--- src/rtl/pack_qam16.sv ---
// pack_qam16 -- QAM16 receive-side symbol gatherer.
// Collects eight 4-bit symbols (first symbol in the least-significant nibble)
// into one 32-bit word. The word is offered downstream with a valid/ack
// handshake. A one-cycle pulse flags a word broken by an input gap, and
// another flags a completed word dropped because the output was still full.

module pack_qam16 (
    input  logic        CLK,
    input  logic        RST,
    input  logic        valid_i,
    input  logic [3:0]  data_i,
    output logic        valid_o,
    output logic [31:0] data_o,
    input  logic        ack_o,
    output logic        err_o,
    output logic        ovf_o
);

    // Two one-hot states: waiting for the first symbol of a word, or mid-word.
    typedef enum logic [1:0] {
        S_IDLE   = 2'b01,
        S_ACTIVE = 2'b10
    } state_e;

    state_e      state_q, state_d;
    logic [2:0]  cnt_q, cnt_d;      // number of symbols already held
    // Only the seven most recent symbols can contribute to a word, because the
    // eighth symbol is taken straight from data_i. The register is therefore
    // 28 bits wide.
    logic [27:0] sr_q, sr_d;
    logic        valid_q, valid_d;
    logic [31:0] data_q, data_d;
    logic        err_q, err_d;
    logic        ovf_q, ovf_d;
    logic        complete;

    // Next-state logic for the symbol counter, the shift register and the output word.
    always_comb begin
        // NOTE: every signal gets a default before any branch, so no path leaves
        // a value unassigned and no latch is inferred.
        state_d  = state_q;
        cnt_d    = cnt_q;
        sr_d     = sr_q;
        valid_d  = valid_q;
        data_d   = data_q;
        err_d    = 1'b0;
        ovf_d    = 1'b0;
        complete = 1'b0;

        if (valid_i) begin
            sr_d = {data_i, sr_q[27:4]};
        end

        case (state_q)
            S_IDLE: begin
                if (valid_i) begin
                    cnt_d   = 3'd1;
                    state_d = S_ACTIVE;
                end
            end
            S_ACTIVE: begin
                if (!valid_i) begin
                    // A gap inside a word: drop the partial word and report it.
                    cnt_d   = 3'd0;
                    state_d = S_IDLE;
                    err_d   = 1'b1;
                end else if (cnt_q == 3'd7) begin
                    complete = 1'b1;
                    cnt_d    = 3'd0;
                    state_d  = S_IDLE;
                end else begin
                    cnt_d = cnt_q + 3'd1;
                end
            end
            default: begin
                cnt_d   = 3'd0;
                state_d = S_IDLE;
            end
        endcase

        // Output slot. A completion may reuse the slot when it is empty or is
        // being emptied in this same cycle. Otherwise the new word is dropped.
        if (complete) begin
            if (!valid_q || ack_o) begin
                valid_d = 1'b1;
                data_d  = {data_i, sr_q};
            end else begin
                ovf_d = 1'b1;
            end
        end else if (valid_q && ack_o) begin
            valid_d = 1'b0;
        end
    end

    // State registers, cleared by the asynchronous active-low reset.
    always_ff @(posedge CLK or negedge RST) begin
        // NOTE: sequential state uses non-blocking assignments, so every register
        // samples the values from before the edge.
        if (!RST) begin
            // NOTE: the shift register is reset along with the control state.
            // This gives the documented all-zero power-up contents.
            state_q <= S_IDLE;
            cnt_q   <= 3'd0;
            sr_q    <= '0;
            valid_q <= 1'b0;
            data_q  <= '0;
            err_q   <= 1'b0;
            ovf_q   <= 1'b0;
        end else begin
            state_q <= state_d;
            cnt_q   <= cnt_d;
            sr_q    <= sr_d;
            valid_q <= valid_d;
            data_q  <= data_d;
            err_q   <= err_d;
            ovf_q   <= ovf_d;
        end
    end

    assign valid_o = valid_q;
    assign data_o  = data_q;
    assign err_o   = err_q;
    assign ovf_o   = ovf_q;

endmodule

--- config.mk ---
export PLATFORM = sky130hd
export DESIGN_NAME = pack_qam16
export DESIGN_NICKNAME = d
export VERILOG_FILES = /design/src/rtl/pack_qam16.sv
export SDC_FILE = /design/constraint.sdc
export NUM_CORES = 1
export LEC_CHECK = 0
export ABC_AREA = 1
export CAP_MARGIN = 10
export CORE_MARGIN = 5
export CORE_UTILIZATION = 57
export CTS_CLUSTER_DIAMETER = 30
export DETAILED_ROUTE_END_ITERATION = 12
export GPL_TIMING_DRIVEN = 0
export PLACE_DENSITY_LB_ADDON = 0.12
export SKIP_CTS_REPAIR_TIMING = 1
export SYNTH_ARGS = -nofsm -noshare
export SYNTH_HDL_FRONTEND = slang
export SYNTH_SLANG_ARGS = --single-unit
--- constraint.sdc ---
create_clock -name CLK -period 2.4 [get_ports CLK]
set_input_delay 0.24 -clock CLK [delete_from_list [all_inputs] [get_ports CLK]]
set_output_delay 0.24 -clock CLK [all_outputs]
set_load 0.01 [all_outputs]
==> impl_metrics.tcl, run 1 <==
set metrics [dict create \
    ios 43 \
    synth_top_family_by_area "simple AND/OR/NAND/NOR gates" \
    gp_congestion 0.7900 \
    die_h_um 78.76 \
    grt_usage_pct 20.50 \
    drive_gt1_share_pct 7.713 \
    cp_common_cell "nand2_1" \
    irDropWorstVdd_v 0.0005854 \
    vias_per_cell 5.118 \
    p_leak_nw 1.859 \
    rsz0062_at_grt "no" \
    ys_seq_area_share_pct 63.18 \
    swShare_pct 25.69 \
    fin_crit_ps 1571 \
    period_share_pct 65.47 \
    final_nets 370 \
    drv_slew 0 \
    cts_inserted_buffers 9 \
    synthSimpleGateAreaFrac_pct 30.41 \
    cts_buffer_depth 2 \
    status "finished clean" \
    critPathSlowestCell "dfstp_2" \
    skew_ps 5.506 \
    combinationalPowerShare_pct 10.6 \
    max_slew_margin_pct 45.80 \
    synth_compound_area_share_pct 0.3714 \
    setup_viol 0 \
    crit_family "flip-flops" \
    final_core_util_pct 72.59 \
    cts_tree "done" \
    start_util_pct 57.83 \
    grt_first_pass_wirelength_mm 9.929 \
    cp.arrival_ps 1840 \
    clk_pin_slew_ps 70 \
    portBuffers 42 \
    pwr-share-clk_pct 37.2 \
    routedWlPerCell_um 13.21 \
    via_count 2134 \
    post-route-cell-area_um2 3383 \
    crit_path_end_kind "register" \
    final_common_cell "nand2_1" \
    p_seq_share_pct 52.2 \
    drt_iter0_drc 139 \
    dieArea_um2 6203 \
    finalHoldViolCount 0 \
    worst_hold_path_type "in2async" \
    core_area_um2 4661 \
    mostFrequentLayoutCells "164 x nand2_1, 67 x dfrtp_1, 41 x clkdlybuf4s50_1" \
    critPathBufInv 2 \
    grt_overflow 0 \
    internal_power_mw 1.873 \
    firstDrtPassIters 4 \
    cp.required_ps 2670 \
    dpl_cell_area_um2 3181 \
    htreeDepth 3 \
    clock_latency_ps 330 \
    cts_sinks 68 \
    netlist_instances 305 \
    clock.fmax_mhz 636.5 \
    muxShareOfSynthArea_pct 0 \
    total_power_mw 2.520 \
    antennaDiodeCount 0 \
    drt_wl_total_mm 5.510 \
    worstMarginPinSlew_ps 813.0 \
    clock-root-buffer "clkbuf_8" \
    synth-seq-cells 68 \
    grt_max_degree 69 \
    cellPowerDensity_nw_per_um2 744.8 \
    synth-xor-area-share_pct 0 \
    syn_avg_cell_area_um2 8.836 \
    startpoint_type "register" \
    synth_nets 317 \
    rows 25 \
    max-cap-violations 0 \
    antenna_found_initial 0 \
    area_growth_pct 25.53 \
    cp_cell_sequence "inv_1 > ha_1 > nand2_1 > nor2_4 > nand2_2 > buf_2 > nand2_1 > nand2_1" \
    slowest_delay_ps 550 \
    ant_nets 0 \
    dp.final_hpwl_mm 3.615 \
    switchingPower_mw 0.6473 \
    crit_fanout 10 \
    crit_type "reg2reg" \
    netlist_area_um2 2695 \
    drc 0 \
    first_global_vias 2119 \
    synthDistinctLibCells 13 \
    yosysWarningCount 0 \
    die_x_um 78.76 \
    yosys.area_share.adder_pct 1.857 \
]
==> synth_stat cells (all sizes together) <==
cell | number | area, µm²
buf | 9 | 45.04
clkbuf | 6 | 22.52
dfrtp | 67 | 1677
dfstp | 1 | 26.28
ha | 4 | 50.05
inv | 12 | 45.04
nand2 | 165 | 621.9
nand3 | 34 | 170.2
nor2 | 4 | 22.52
nor3 | 1 | 5.000
o21ai | 2 | 10.01
==> metrics by stage <==
step | hold WS (ps) | TNS [ps] | setup slack (ps) | instances
floorplan | -55.59 | 0 | 1025 | 305
global placement | 452.1 | -74900 | -1115 | 401
detailed placement | 399.4 | 0 | 686.6 | 401
CTS | 43.20 | 0 | 831.7 | 417
global route | 86.33 | 0 | 673.8 | 417
finish | 17.26 | 0 | 828.8 | 417
==> final cells by class <==
type,count,area [µm²]
plain buffers,15,67.56
multi-input cells,210,879.6
fillers,366,1277
well taps,54,67.56
flip-flops and latches,68,1703
inverters,12,45.04
repair buffers,42,417.9
clock inverters,4,47.55
clock buffers,12,155.1
==> logic make-up (layout without fill, tap and decap cells) <==
family | after synthesis | count (layout)
adders and majority gates | 4 | 4
buffers and inverters | 27 | 85
AOI/OAI and AO/OA | 2 | 2
and+or+nand+nor | 204 | 204
DFF | 68 | 68
==> flip-flops by register name, indices dropped and copies added, names as in the netlist <==
register,count
cnt_q,3
data_o,32
ovf_o,1
sr_q,28
state_q,2
valid_o,1
err_o,1
==> metal layers <==
layer	global-route usage [%]	vias to the layer above	routed length (µm)
met5	0	-	0
met1	28.19	1023	2495
met4	7.867	0	38
met2	31.83	60	2671
li1	-	1047	-
met3	4.762	4	304
==> final timing paths <==
| kind | cells after the start | slack, ps | startpoint | endpoint |
|---|---|---|---|---|
| max | 8 | 830 | state_q[0] | data_o[16] |
| min | 1 | 20 | RST | data_o[3] |
| max reg2reg | 8 | 830 | state_q[0] | data_o[16] |
| min reg2reg | 2 | 470 | data_o[10] | data_o[10] |
| max in group asynchronous | 1 | 1870 | RST | sr_q[9] |
| min in group CLK | 2 | 470 | data_o[10] | data_o[10] |
==> power by group through the flow <==
stage	Combinational (mW)	Sequential (mW)	Clock, mW
floorplan	0.184	1.31	0
global placement	0.256	1.33	0
detailed placement	0.265	1.33	0
CTS	0.271	1.31	0.954
global route	0.319	1.32	1.02
finish	0.267	1.31	0.939
Note: power is estimated with default switching activity, not from simulation.
==> run 2, diff against run 1 <==
CORE_UTILIZATION = 52   (was 57)
clock period = 1.6 ns   (was 2.4 ns; I/O delays follow)
==> impl_metrics.tcl, run 2 (same netlist as run 1, synthesis figures left out) <==
set metrics [dict create \
    status "finished clean" \
    met1_usage_pct 25.33 \
    drc 0 \
    routedWlPerCell_um 12.61 \
    clk_pin_slew_ps 70 \
    drt_iter0_drc 181 \
    drive_gt1_share_pct 8.242 \
    cts_buffer_depth 2 \
    clock.fmax_mhz 673.8 \
    clock_latency_ps 340 \
    first_global_vias 2110 \
    cp.required_ps 1880 \
    via_count 2100 \
    firstDrtPassIters 4 \
    area_growth_pct 29.02 \
    final_common_cell "nand2_1" \
    critPathBufInv 2 \
    ant_nets 0 \
    cp_cell_sequence "inv_1 > ha_1 > nand2_2 > nor2_4 > nand2_2 > buf_4 > nand2_1 > nand2_1" \
    cellPowerDensity_nw_per_um2 1176 \
    grt.busiest_layer "met2" \
    grt_max_degree 69 \
    min_path_cells 3 \
    max_slew_margin_pct 44.37 \
    portBuffers 42 \
    antennaDiodeCount 0 \
    worstMarginPinSlew_ps 834.5 \
    die_h_um 81.99 \
    met2_usage_pct 30.37 \
    slowest_delay_ps 540 \
    crit_type "reg2reg" \
    vias_per_cell 4.839 \
    cp.arrival_ps 1760 \
    dp.final_hpwl_mm 3.528 \
    cts_inserted_buffers 9 \
    drt_wl_total_mm 5.472 \
    fin_crit_ps 1484 \
    grt_usage_pct 19.62 \
    ios 43 \
    regToRegEndpoint "data_o[10]" \
    start_util_pct 53.11 \
    finalHoldViolCount 0 \
    critPathSlowestCell "dfstp_2" \
    r2r_slack_ps 120 \
    core_area_um2 5075 \
    rr_worst_depth 8 \
    nFillCells 436 \
    largest_reg_flops 32 \
    rr_startpoint "state_q[0]" \
    grt_overflow 0 \
    worst_hold_path_type "in2reg" \
    cts_sinks 68 \
    clock-root-buffer "clkbuf_8" \
    startpoint_type "register" \
    final_nets 371 \
    skew_ps 7.333 \
    grt_first_pass_wirelength_mm 9.798 \
    cts_tree "done" \
    gp_congestion 0.7853 \
    crit_fanout 10 \
    hold_path_end "sr_q[25]" \
    htreeDepth 3 \
    mostFrequentLayoutCells "163 x nand2_1, 67 x dfrtp_1, 41 x clkdlybuf4s50_1" \
    setup_viol 0 \
    crit_family "flip-flops" \
    antenna_found_initial 0 \
    fin_setup_tns_ps 0 \
    min_from "data_i[1]" \
    dieArea_um2 6722 \
    period_share_pct 92.76 \
    fin_ws_ps 115.8 \
    die_x_um 81.99 \
    crit_path_end_kind "register" \
    pre_cts_slack_ps -57.75 \
    p_leak_nw 1.893 \
    drv_slew 0 \
    use_met3_pct 6.360 \
    max-cap-violations 0 \
    irDropWorstVdd_v 0.0007369 \
    rows 26 \
]
-- run 2: cell count changes in the layout (fill, tap and decap cells not counted), sizes merged --
cell and delta:
bufinv +2, clkbuf -2, dlygate4sd3 +1
-- run 2: worst max-delay path by stage --
stage                     from         end  slack, ps  cells after the start
floorplan           state_q[0]     valid_o        220                      7
global placement           RST  data_o[15]      -1880                      1
detailed placement     valid_i  data_o[22]        -60                      7
CTS                 state_q[0]  data_o[16]        -10                      8
global route        state_q[0]   data_o[8]       -0.9                      8
finish              state_q[0]  data_o[10]        120                      8
-- run 2: routing by layer --
layer  part of all wire, %  vias up
li1                      -     1047
met1                    47     1002
met2                    46       42
met3                   5.0        9
met4                   1.7        0
met5                     0        -
-- run 2: stage by stage --
step                util, %  power [mW]  instances  hold slack, ps  area [µm²]
global route          68.52       4.312        434           383.1        3477
floorplan                 -       2.245        305          -135.6        2695
detailed placement    63.07       2.386        417           318.2        3201
CTS                   67.97       4.129        433          -56.64        3450
finish                68.52       4.090        434           388.8        3477
global placement      63.12       2.373        417           453.3        3203
-- run 2: power breakdown --
part,switching [mW],internal [mW],total [mW]
Combinational,0.250,0.147,0.397
Clock,0.650,1.08,1.73
Sequential,0.104,1.86,1.97
Total,1.00,3.09,4.09
-- run 2: area by class of cell --
cell class	count	area [µm²]	area share, %
clock inverter	6	111.4	3.203
multi-input combinational	210	882.1	25.37
buffer	15	82.58	2.375
inverter	12	45.04	1.295
timing repair buffer	43	427.9	12.31
clock buffer	10	137.6	3.958
tap	70	87.58	2.519
sequential	68	1703	48.97
-- run 2: worst min-delay path: stages --
cell and delay (ps):
clkdlybuf4s50_1 420, nand2_1 70, nand2_1 40
